[src/rtl/instr_fetch_decode_pkg.sv]
// Shared definitions for the fetch/decode stage: FSM encoding, opcode values
// and the bit positions of every field carved out of the 16-bit instruction word.
package instr_fetch_decode_pkg;

    localparam int INSTR_W = 16;
    localparam int REG_W   = 4;
    localparam int IMM_W   = 8;

    localparam int OPC_LSB       = 12;
    localparam int WR_LSB        = 8;
    localparam int RR1_LSB       = 4;
    localparam int RR2_LSB       = 0;
    localparam int OFFSET_SEL_LSB = 8;
    localparam int SWLW_SEL_LSB   = 10;

    // Offset and load/store register addresses live in fixed register-file banks.
    localparam logic [1:0] OFFSET_BANK = 2'b11;
    localparam logic [1:0] SWLW_BANK   = 2'b10;

    localparam logic [3:0] OP_ADD  = 4'h0;
    localparam logic [3:0] OP_SUB  = 4'h1;
    localparam logic [3:0] OP_AND  = 4'h2;
    localparam logic [3:0] OP_OR   = 4'h3;
    localparam logic [3:0] OP_ADDI = 4'h4;
    localparam logic [3:0] OP_LW   = 4'h8;
    localparam logic [3:0] OP_SW   = 4'h9;
    localparam logic [3:0] OP_BEQ  = 4'hA;
    localparam logic [3:0] OP_JMP  = 4'hC;

    typedef enum logic [2:0] {
        ST_FETCH  = 3'd0,
        ST_WAIT   = 3'd1,
        ST_DECODE = 3'd2,
        ST_DRAIN  = 3'd3,
        ST_FAULT  = 3'd4
    } fd_state_e;

endpackage

[src/rtl/instr_fetch_decode_if.sv]
// Bundle of instruction-memory, redirect and decoded-output signals between the
// fetch/decode stage (master) and its surroundings (slave).
interface instr_fetch_decode_if #(
    parameter int ADDR_W = 16
);
    logic [15:0]       I_Mem_Rdata;
    logic              I_Mem_Valid;
    logic              I_Mem_Req;
    logic [ADDR_W-1:0] I_Mem_Addr;
    logic              C_Redirect;
    logic [ADDR_W-1:0] D_Target;
    logic              O_Ready;
    logic              O_Valid;
    logic [15:0]       D_IR;
    logic [ADDR_W-1:0] D_PC;
    logic [3:0]        D_Opcode;
    logic [15:0]       D_Imm;
    logic [3:0]        A_ReadReg1RT;
    logic [3:0]        A_ReadReg2RT;
    logic [3:0]        A_WriteRegRT_BT;
    logic [3:0]        A_Offset;
    logic [3:0]        A_RegSWLW;
    logic              O_Fault;

    modport master (
        input  I_Mem_Rdata, I_Mem_Valid, C_Redirect, D_Target, O_Ready,
        output I_Mem_Req, I_Mem_Addr, O_Valid, D_IR, D_PC, D_Opcode, D_Imm,
               A_ReadReg1RT, A_ReadReg2RT, A_WriteRegRT_BT, A_Offset, A_RegSWLW,
               O_Fault
    );

    modport slave (
        output I_Mem_Rdata, I_Mem_Valid, C_Redirect, D_Target, O_Ready,
        input  I_Mem_Req, I_Mem_Addr, O_Valid, D_IR, D_PC, D_Opcode, D_Imm,
               A_ReadReg1RT, A_ReadReg2RT, A_WriteRegRT_BT, A_Offset, A_RegSWLW,
               O_Fault
    );
endinterface

[src/rtl/instr_fetch_decode_field.sv]
// Combinational field extraction from the instruction register: opcode,
// sign-extended 8-bit immediate and the five register-file addresses.
module instr_field_decode
    import instr_fetch_decode_pkg::*;
(
    input  logic [INSTR_W-1:0] ir_i,
    output logic [3:0]         opcode_o,
    output logic [INSTR_W-1:0] imm_o,
    output logic [REG_W-1:0]   read_reg1_o,
    output logic [REG_W-1:0]   read_reg2_o,
    output logic [REG_W-1:0]   write_reg_o,
    output logic [REG_W-1:0]   offset_reg_o,
    output logic [REG_W-1:0]   swlw_reg_o
);

    assign opcode_o     = ir_i[OPC_LSB +: 4];
    assign read_reg1_o  = ir_i[RR1_LSB +: REG_W];
    assign read_reg2_o  = ir_i[RR2_LSB +: REG_W];
    assign write_reg_o  = ir_i[WR_LSB +: REG_W];
    assign offset_reg_o = {OFFSET_BANK, ir_i[OFFSET_SEL_LSB +: 2]};
    assign swlw_reg_o   = {SWLW_BANK, ir_i[SWLW_SEL_LSB +: 2]};

    assign imm_o[IMM_W-1:0] = ir_i[IMM_W-1:0];

    genvar gi;
    generate
        for (gi = IMM_W; gi < INSTR_W; gi++) begin : g_sext
            assign imm_o[gi] = ir_i[IMM_W-1];
        end
    endgenerate

endmodule

[src/rtl/instr_fetch_decode.sv]
// Fetch/decode stage: PC, memory request FSM with redirect and watchdog,
// instruction register, and decoded fields presented with a valid/ready handshake.
module instr_fetch_decode
    import instr_fetch_decode_pkg::*;
#(
    parameter int ADDR_W   = 16,
    parameter int RESET_PC = 0,
    parameter int PC_STEP  = 1,
    parameter int MAX_WAIT = 15
) (
    input  logic                 clk,
    input  logic                 rst,
    instr_fetch_decode_if.master bus
);

    localparam int WCNT_W = $clog2(MAX_WAIT + 1);
    localparam logic [ADDR_W-1:0] RESET_PC_V = ADDR_W'(RESET_PC);
    localparam logic [ADDR_W-1:0] PC_STEP_V  = ADDR_W'(PC_STEP);
    localparam logic [WCNT_W-1:0] WAIT_LAST  = WCNT_W'(MAX_WAIT - 1);

    fd_state_e           state_q, state_d;
    logic [ADDR_W-1:0]   pc_q, pc_d;
    logic [ADDR_W-1:0]   dpc_q, dpc_d;
    logic [INSTR_W-1:0]  ir_q, ir_d;
    logic [WCNT_W-1:0]   wait_q, wait_d;
    logic [WCNT_W-1:0]   wait_inc;
    logic                wait_expired;

    logic [3:0]          dec_opcode;
    logic [INSTR_W-1:0]  dec_imm;
    logic [REG_W-1:0]    dec_rr1, dec_rr2, dec_wr, dec_offset, dec_swlw;

    always_ff @(posedge clk) begin
        if (rst) begin
            state_q <= ST_FETCH;
            pc_q    <= RESET_PC_V;
            dpc_q   <= '0;
            ir_q    <= '0;
            wait_q  <= '0;
        end else begin
            state_q <= state_d;
            pc_q    <= pc_d;
            dpc_q   <= dpc_d;
            ir_q    <= ir_d;
            wait_q  <= wait_d;
        end
    end

    // Saturate so a long redirect chain in DRAIN cannot wrap the watchdog.
    assign wait_inc     = (wait_q == '1) ? wait_q : wait_q + 1'b1;
    assign wait_expired = (wait_q >= WAIT_LAST);

    always_comb begin
        state_d = state_q;
        pc_d    = pc_q;
        dpc_d   = dpc_q;
        ir_d    = ir_q;
        wait_d  = wait_q;
        case (state_q)
            ST_FETCH: begin
                wait_d  = '0;
                state_d = ST_WAIT;
                if (bus.C_Redirect) begin
                    pc_d    = bus.D_Target;
                    state_d = ST_FETCH;
                end
            end
            ST_WAIT: begin
                wait_d = wait_inc;
                if (bus.C_Redirect) begin
                    pc_d    = bus.D_Target;
                    state_d = bus.I_Mem_Valid ? ST_FETCH : ST_DRAIN;
                end else if (bus.I_Mem_Valid) begin
                    ir_d    = bus.I_Mem_Rdata;
                    dpc_d   = pc_q;
                    pc_d    = pc_q + PC_STEP_V;
                    state_d = ST_DECODE;
                end else if (wait_expired) begin
                    state_d = ST_FAULT;
                end
            end
            ST_DRAIN: begin
                // The owed response is swallowed; IR keeps the last decoded word.
                wait_d = wait_inc;
                if (bus.C_Redirect) begin
                    pc_d = bus.D_Target;
                end
                if (bus.I_Mem_Valid) begin
                    state_d = ST_FETCH;
                end else if (wait_expired && !bus.C_Redirect) begin
                    state_d = ST_FAULT;
                end
            end
            ST_DECODE: begin
                if (bus.C_Redirect) begin
                    pc_d    = bus.D_Target;
                    state_d = ST_FETCH;
                end else if (bus.O_Ready) begin
                    state_d = ST_FETCH;
                end
            end
            ST_FAULT: begin
                state_d = ST_FAULT;
            end
            default: begin
                state_d = ST_FETCH;
            end
        endcase
    end

    instr_field_decode u_field_decode (
        .ir_i         (ir_q),
        .opcode_o     (dec_opcode),
        .imm_o        (dec_imm),
        .read_reg1_o  (dec_rr1),
        .read_reg2_o  (dec_rr2),
        .write_reg_o  (dec_wr),
        .offset_reg_o (dec_offset),
        .swlw_reg_o   (dec_swlw)
    );

    always_comb begin
        bus.I_Mem_Req       = !rst && ((state_q == ST_FETCH) || (state_q == ST_WAIT));
        bus.I_Mem_Addr      = pc_q;
        bus.O_Valid         = (state_q == ST_DECODE);
        bus.O_Fault         = (state_q == ST_FAULT);
        bus.D_IR            = ir_q;
        bus.D_PC            = dpc_q;
        bus.D_Opcode        = dec_opcode;
        bus.D_Imm           = dec_imm;
        bus.A_ReadReg1RT    = dec_rr1;
        bus.A_ReadReg2RT    = dec_rr2;
        bus.A_WriteRegRT_BT = dec_wr;
        bus.A_Offset        = dec_offset;
        bus.A_RegSWLW       = dec_swlw;
    end

endmodule

[src/flat_wrapper.sv]
// flat-port wrapper written by rule: the top's interface ports become plain ports
module instr_fetch_decode_flat import instr_fetch_decode_pkg::*;
#(
    parameter int ADDR_W   = 16,
    parameter int RESET_PC = 0,
    parameter int PC_STEP  = 1,
    parameter int MAX_WAIT = 15
)
  (clk, rst, bus_I_Mem_Rdata, bus_I_Mem_Valid, bus_C_Redirect, bus_D_Target, bus_O_Ready, bus_I_Mem_Req, bus_I_Mem_Addr, bus_O_Valid, bus_D_IR, bus_D_PC, bus_D_Opcode, bus_D_Imm, bus_A_ReadReg1RT, bus_A_ReadReg2RT, bus_A_WriteRegRT_BT, bus_A_Offset, bus_A_RegSWLW, bus_O_Fault);
  instr_fetch_decode_if #(.ADDR_W(ADDR_W)) bus_i ();
  input  logic clk;
  input  logic rst;
  input wire logic [$bits(bus_i.I_Mem_Rdata)-1:0] bus_I_Mem_Rdata;
  input wire logic [$bits(bus_i.I_Mem_Valid)-1:0] bus_I_Mem_Valid;
  input wire logic [$bits(bus_i.C_Redirect)-1:0] bus_C_Redirect;
  input wire logic [$bits(bus_i.D_Target)-1:0] bus_D_Target;
  input wire logic [$bits(bus_i.O_Ready)-1:0] bus_O_Ready;
  output wire logic [$bits(bus_i.I_Mem_Req)-1:0] bus_I_Mem_Req;
  output wire logic [$bits(bus_i.I_Mem_Addr)-1:0] bus_I_Mem_Addr;
  output wire logic [$bits(bus_i.O_Valid)-1:0] bus_O_Valid;
  output wire logic [$bits(bus_i.D_IR)-1:0] bus_D_IR;
  output wire logic [$bits(bus_i.D_PC)-1:0] bus_D_PC;
  output wire logic [$bits(bus_i.D_Opcode)-1:0] bus_D_Opcode;
  output wire logic [$bits(bus_i.D_Imm)-1:0] bus_D_Imm;
  output wire logic [$bits(bus_i.A_ReadReg1RT)-1:0] bus_A_ReadReg1RT;
  output wire logic [$bits(bus_i.A_ReadReg2RT)-1:0] bus_A_ReadReg2RT;
  output wire logic [$bits(bus_i.A_WriteRegRT_BT)-1:0] bus_A_WriteRegRT_BT;
  output wire logic [$bits(bus_i.A_Offset)-1:0] bus_A_Offset;
  output wire logic [$bits(bus_i.A_RegSWLW)-1:0] bus_A_RegSWLW;
  output wire logic [$bits(bus_i.O_Fault)-1:0] bus_O_Fault;
  assign bus_i.I_Mem_Rdata = bus_I_Mem_Rdata;
  assign bus_i.I_Mem_Valid = bus_I_Mem_Valid;
  assign bus_i.C_Redirect = bus_C_Redirect;
  assign bus_i.D_Target = bus_D_Target;
  assign bus_i.O_Ready = bus_O_Ready;
  assign bus_I_Mem_Req = bus_i.I_Mem_Req;
  assign bus_I_Mem_Addr = bus_i.I_Mem_Addr;
  assign bus_O_Valid = bus_i.O_Valid;
  assign bus_D_IR = bus_i.D_IR;
  assign bus_D_PC = bus_i.D_PC;
  assign bus_D_Opcode = bus_i.D_Opcode;
  assign bus_D_Imm = bus_i.D_Imm;
  assign bus_A_ReadReg1RT = bus_i.A_ReadReg1RT;
  assign bus_A_ReadReg2RT = bus_i.A_ReadReg2RT;
  assign bus_A_WriteRegRT_BT = bus_i.A_WriteRegRT_BT;
  assign bus_A_Offset = bus_i.A_Offset;
  assign bus_A_RegSWLW = bus_i.A_RegSWLW;
  assign bus_O_Fault = bus_i.O_Fault;
  instr_fetch_decode #(.ADDR_W(ADDR_W), .RESET_PC(RESET_PC), .PC_STEP(PC_STEP), .MAX_WAIT(MAX_WAIT)) u_core (.clk(clk), .rst(rst), .bus(bus_i));
endmodule
[config.mk]
export PLATFORM = sky130hd
export DESIGN_NAME = instr_fetch_decode_flat
export DESIGN_NICKNAME = d
export VERILOG_FILES = /design/src/rtl/instr_fetch_decode_pkg.sv /design/src/rtl/instr_fetch_decode_if.sv /design/src/rtl/instr_fetch_decode_field.sv /design/src/rtl/instr_fetch_decode.sv /design/src/flat_wrapper.sv
export SDC_FILE = /design/constraint.sdc
export NUM_CORES = 1
export LEC_CHECK = 0
export ABC_AREA = 1
export BUFFER_PORTS_ARGS = -buffer_cell sky130_fd_sc_hd__buf_2
export CORE_ASPECT_RATIO = 1.25
export CORE_MARGIN = 2
export CORE_UTILIZATION = 52
export DETAILED_ROUTE_END_ITERATION = 8
export PLACE_DENSITY = 0.95
export SYNTH_ARGS = -nofsm -noshare
export SYNTH_HDL_FRONTEND = slang
export SYNTH_SLANG_ARGS = --single-unit
[constraint.sdc]
create_clock -name clk -period 2.7 [get_ports clk]
set_input_delay 0.135 -clock clk [delete_from_list [all_inputs] [get_ports clk]]
set_output_delay 0.135 -clock clk [all_outputs]
set_load 0.1 [all_outputs]
**Word level (Yosys, flattened, before mapping)**

Cells that the tools add are included.

- Add/sub/neg operators: 2
- Multiply operators: 0
- Divide/modulo/power cells: 0
- Order comparisons: 1
- Equal/unequal tests: 11
- Shift operators: 0
- Muxes and demuxes: 16
- Bitwise operators: 1
- Reductions and logical operators: 14

Operators with widths:

| operator | count |
|---|---|
| $mux W16 | 3 |
| $pmux W16 S2 | 1 |
| $mux W3 | 7 |
| $add A16 B1 Y16 const B | 1 |
| $pmux W3 S5 | 1 |
| $reduce_and A3 Y1 | 3 |
| $pmux W4 S2 | 1 |
| $eq A3 B2 Y1 const B | 2 |
| $ne A3 B3 Y1 const B | 2 |
| $add A4 B1 Y4 const B | 1 |
| $eq A4 B4 Y1 const B | 1 |
| $ge A4 B4 Y1 const B | 1 |
| $mux W4 | 1 |
| $ne A4 B3 Y1 const B | 1 |
| $reduce_bool A2 Y1 | 2 |
| $eq A3 B1 Y1 const B | 1 |
| $eq A3 B3 Y1 const B | 1 |
| $logic_not A3 Y1 | 1 |
| $ne A3 B2 Y1 const B | 1 |
| $reduce_or A3 Y1 | 1 |
| $logic_and A1 B1 Y1 | 2 |
| $logic_not A1 Y1 | 2 |
| $mux W2 | 1 |
| $ne A2 B1 Y1 const B | 1 |
| 6 further kinds | 6 |

- Register bits after elaboration: 55
- Bits in latches: 0
- Memory bits (writable): 0
- ROM bits: 0
- Input bits: 37
- Output and inout bits: 91
- Word-level logic and storage cells: 50
- Memories kept: 0

**Logic depth before layout (Yosys ltp)**

- Depth after elaboration: 5
- Depth in mapped cells: 10
- Gate-level depth less buffers: 9

**By module**

A second synthesis with hierarchy kept.

- Cell total of the unflattened synthesis: 429
- Area total of the unflattened synthesis: 3029.2 um^2

By module, submodules not included:

| module | times used | cells each | area each (um^2) | seq. area each (um^2) |
|---|---|---|---|---|
| instr_fetch_decode | 1 | 387 | 2721.4 | 1101.1 |
| instr_field_decode | 1 | 42 | 307.8 | 0.0 |

**Least setup slack after synthesis**

Ideal clock, no wire load.

- Kind: reg-to-reg
- From: register u_core.state_q[2]
- To: register u_core.state_q[1]
- Library setup time: 0.070 ns
- Arrival: 3.047 ns
- Required time: 2.630 ns
- Path slack: -0.417 ns
- Cell stages (with the launch flop): 6
- Buffers on the path: 0
- Period minus slack after synthesis: 3.117 ns
- Path through: dfxtp_1 nor3_1 nand2_1 nand2_1 nor2_1 a21oi_1

- Cells in the longest elaborated chain, start to end: 3
- Elaborated cells between the ends (all ways): 10
- Those cells by class: eq/ne: 7; mux: 1; reduce/logical: 2

Ends and longest elaborated chain:

| what | line | RTL |
|---|---|---|
| from (decl) | instr_fetch_decode.sv:21 | `fd_state_e state_q, state_d;` |
| from (signal assigned) | instr_fetch_decode.sv:41 | `state_q <= state_d;` |
| $eq A3 B2 Y1 * | -- |  |
| named net bus_O_Valid | flat_wrapper.sv:20 | `output wire logic [$bits(bus_i.O_Valid)-1:0] bus_O_Valid;` |
| $ne A3 B3 Y1 (no source line) | -- |  |
| $reduce_and A3 Y1 (no source line) | -- |  |

Mark *: on every way through the listed nets, which the timed path passes. The rest lies on a longest branch.
A chain may end at the register's enable or synchronous reset.

**Worst setup path in the final report**

- From: register u_core.state_q[0]
- To: register u_core.dpc_q[0] (netlist: u_core.bus.D_PC[0])

- Cells in the longest elaborated chain, start to end: 2

Ends and longest elaborated chain:

| what | line | RTL |
|---|---|---|
| $eq A3 B1 Y1 | instr_fetch_decode.sv:59 | `case (state_q)` |
| $reduce_and A3 Y1 (no source line) | -- |  |
| to (signal assigned) | instr_fetch_decode.sv:43 | `dpc_q <= dpc_d;` |
| to (decl) | instr_fetch_decode.sv:23 | `logic [ADDR_W-1:0] dpc_q, dpc_d;` |

Every way passes these cells.

==> results.yml <==
finish:
  fillCellCount: 512
  antennaDiodeCount: 0
  final_layout_size_suffix_gt1_frac: 0.309
  area_delta_synth_final_pct: 13.9
  layout_commonest_cell: "buf_2"
  final_nets: 553
  final_cell_mix: "buf_2, nor2_1, nand2_1"
floorplan:
  die_y_um: 89.1
  die_w_um: 72.1
  start_util: 0.529
  die_area_um2: 6430
  fp-row-count: 31
  core_area_um2: 5700
  io_pins: 128
worst_setup_path:
  crit_fanout: 40
  critical_path_required_ns: 2.94
  startpoint_type: "flop"
  critPathKind: "reg2reg"
  end_kind: "flop"
  arrival_ns: 2.13
timing:
  period_share: 0.698
  tns_ns: 0
  rsz0062_at_grt: "false"
  worst_pin_slew_ns: 0.619
  max_clock_freq_mhz: 531
  slew_violations: 0
  maxSlewHeadroom: 0.587
  setup_viol: 0
  final.min_clock_period_ns: 1.88
  skew_ns: 0.00745
  hold_viol_final: 0
global_route:
  grt_pass1_vias: 2662
  overflow: 0
  grt_max_degree: 41
  grt_pass1_wl_mm: 11.2
  grt_usage: 0.216
  antenna_found_initial: 0
detailed_routing:
  finalWirelength_mm: 7.00
  drtAntennaViolNets: 0
  avgViaCountPerCell: 5.11
  wl_per_cell_um: 12.1
  firstDrtPassIters: 4
  vias: 2951
  drt_first_iter_violations: 129
  drcViolationCount: 0
synth:
  synth_seq_cells: 55
  syn_inst: 432
  synth_cell_type_count: 30
  syn_area_um2: 3010
  ys_warn_count: 0
  ys_seq_area_frac: 0.365
  avgSynthCellArea_um2: 6.98
clock_tree:
  postCtsSetupBuffers: 0
  clock_latency_ns: 0.30
  htree_levels: 2
  root_buffer: "clkbuf_8"
  clock_sinks: 55
  cts_hold_buf: 0
  cts_tree: "yes"
  cts_resized: 0
  clockBufferDepth: 2
  cts_made_buffers: 5
  cts.clk_slew.worst_paths_ns: 0.10
job:
  cap_violations: 0
pwr:
  vdd_ir_drop_max_uv: 431
  p_total_mw: 2.37
  p_leak_nw: 1.72
  p_per_area_nw_per_um2: 689
run_status:
  status: "complete, no violations"
min_path:
  hp-class: "in2reg"
place:
  gp_congestion: 0.984
  dp_hpwl_mm: 5.30
  port_buffers: 123
sequential cells by signal, indices dropped and copies added, names as in the netlist:
signal / cells
u_core.wait_q: 4
u_core.bus.D_IR: 16
u_core.state_q: 3
u_core.bus.D_PC: 16
u_core.bus.I_Mem_Addr: 16
metal layers:
metal  share of wire  GRT usage
met1            0.41      0.238
met2            0.51      0.405
met3           0.059     0.0338
met4           0.022     0.0995
met5               0          0
layout make-up:
class	count	area [µm²]	share of cell area
clock inverters	2	12.5	0.00364
flip-flops and latches	55	1100	0.321
repair buffers	125	631	0.184
clock buffers	6	72.6	0.0211
multi-input cells	283	1390	0.403
inverters	40	150	0.0437
well taps	66	82.6	0.0240
metrics by stage:
stage / cell area [µm²] / util / hold slack [ns] / setup WS, ns / instances
2_1_floorplan: 3030 / - / 0.302 / 0.0763 / 434
3_3_place_gp: 3350 / 0.587 / 0.389 / 0.961 / 569
3_5_place_dp: 3350 / 0.587 / 0.395 / 0.832 / 569
4_1_cts: 3430 / 0.602 / 0.0740 / 0.821 / 577
5_1_grt: 3430 / 0.602 / 0.0813 / 0.581 / 577
6_report: 3430 / 0.602 / 0.0747 / 0.816 / 577
power breakdown:
| part | internal (mW) | total [mW] | switching (mW) |
|---|---|---|---|
| Sequential | 0.871 | 0.945 | 0.0745 |
| Combinational | 0.168 | 0.990 | 0.822 |
| Clock | 0.182 | 0.432 | 0.250 |
synthesized netlist by cell type:
| library cell | number | share of area |
|---|---|---|
| o21ai_2 | 4 | 0.012 |
| nor4_1 | 1 | 0.0021 |
| conb_1 | 2 | 0.0025 |
| buf_6 | 2 | 0.0075 |
| nand2_4 | 1 | 0.0037 |
| a211oi_1 | 1 | 0.0025 |
| o211ai_1 | 3 | 0.0075 |
| o21ai_1 | 13 | 0.022 |
| buf_2 | 4 | 0.0066 |
| nand4_1 | 4 | 0.0083 |
| nor3b_1 | 1 | 0.0025 |
| nor3_1 | 7 | 0.012 |
| nand3_1 | 17 | 0.028 |
| nor2_4 | 1 | 0.0037 |
| o21ai_0 | 37 | 0.061 |
| buf_4 | 44 | 0.11 |
| inv_1 | 30 | 0.037 |
| dfxtp_1 | 55 | 0.37 |
| xor2_1 | 6 | 0.017 |
| clkinv_1 | 2 | 0.0025 |
| a21oi_1 | 25 | 0.042 |
| and3_1 | 1 | 0.0021 |
| a21oi_2 | 5 | 0.015 |
| nor2_1 | 77 | 0.096 |
| ha_1 | 6 | 0.025 |
| nor2_2 | 1 | 0.0021 |
| nand2_1 | 64 | 0.080 |
| nand2_2 | 4 | 0.0083 |
| inv_2 | 8 | 0.010 |
| clkbuf_1 | 6 | 0.0075 |
cell families (layout without fill, tap and decap cells):
family                   count (synthesis)  in the layout  synth area share
flip-flops                              55             55             0.365
AO/OA/AOI/OAI                           88             88             0.161
buffers and inverters                   96            173             0.181
AND/OR/NAND/NOR                        179            179             0.248
adder cells (fa/ha/maj)                  6              6            0.0249
other                                    2              4           0.00249
XOR/XNOR                                 6              6            0.0174
path summary, 6_finish.rpt:
path | start | to | slack (ns) | depth (start not counted)
max reg2reg | u_core.state_q[0]$_SDFFE_PP0P_ | u_core.bus.D_PC[0]$_SDFFE_PP0P_ | 0.82 | 6
max | u_core.state_q[0]$_SDFFE_PP0P_ | u_core.bus.D_PC[0]$_SDFFE_PP0P_ | 0.82 | 6
min | bus_I_Mem_Rdata[5] | u_core.bus.D_IR[5]$_SDFFE_PP0P_ | 0.07 | 3
min reg2reg | u_core.bus.D_PC[6]$_SDFFE_PP0P_ | u_core.bus.D_PC[6]$_SDFFE_PP0P_ | 0.50 | 2
worst max-delay path, cell delays in order (launching register included):
cell and delay [ns]:
dfxtp_1 0.49, nand2_2 0.12, nor2_4 0.14, nand2_2 0.25
inv_2 0.56, nor2_1 0.12, nor2_1 0.14
No activity file was read; power rests on OpenSTA's default activity.
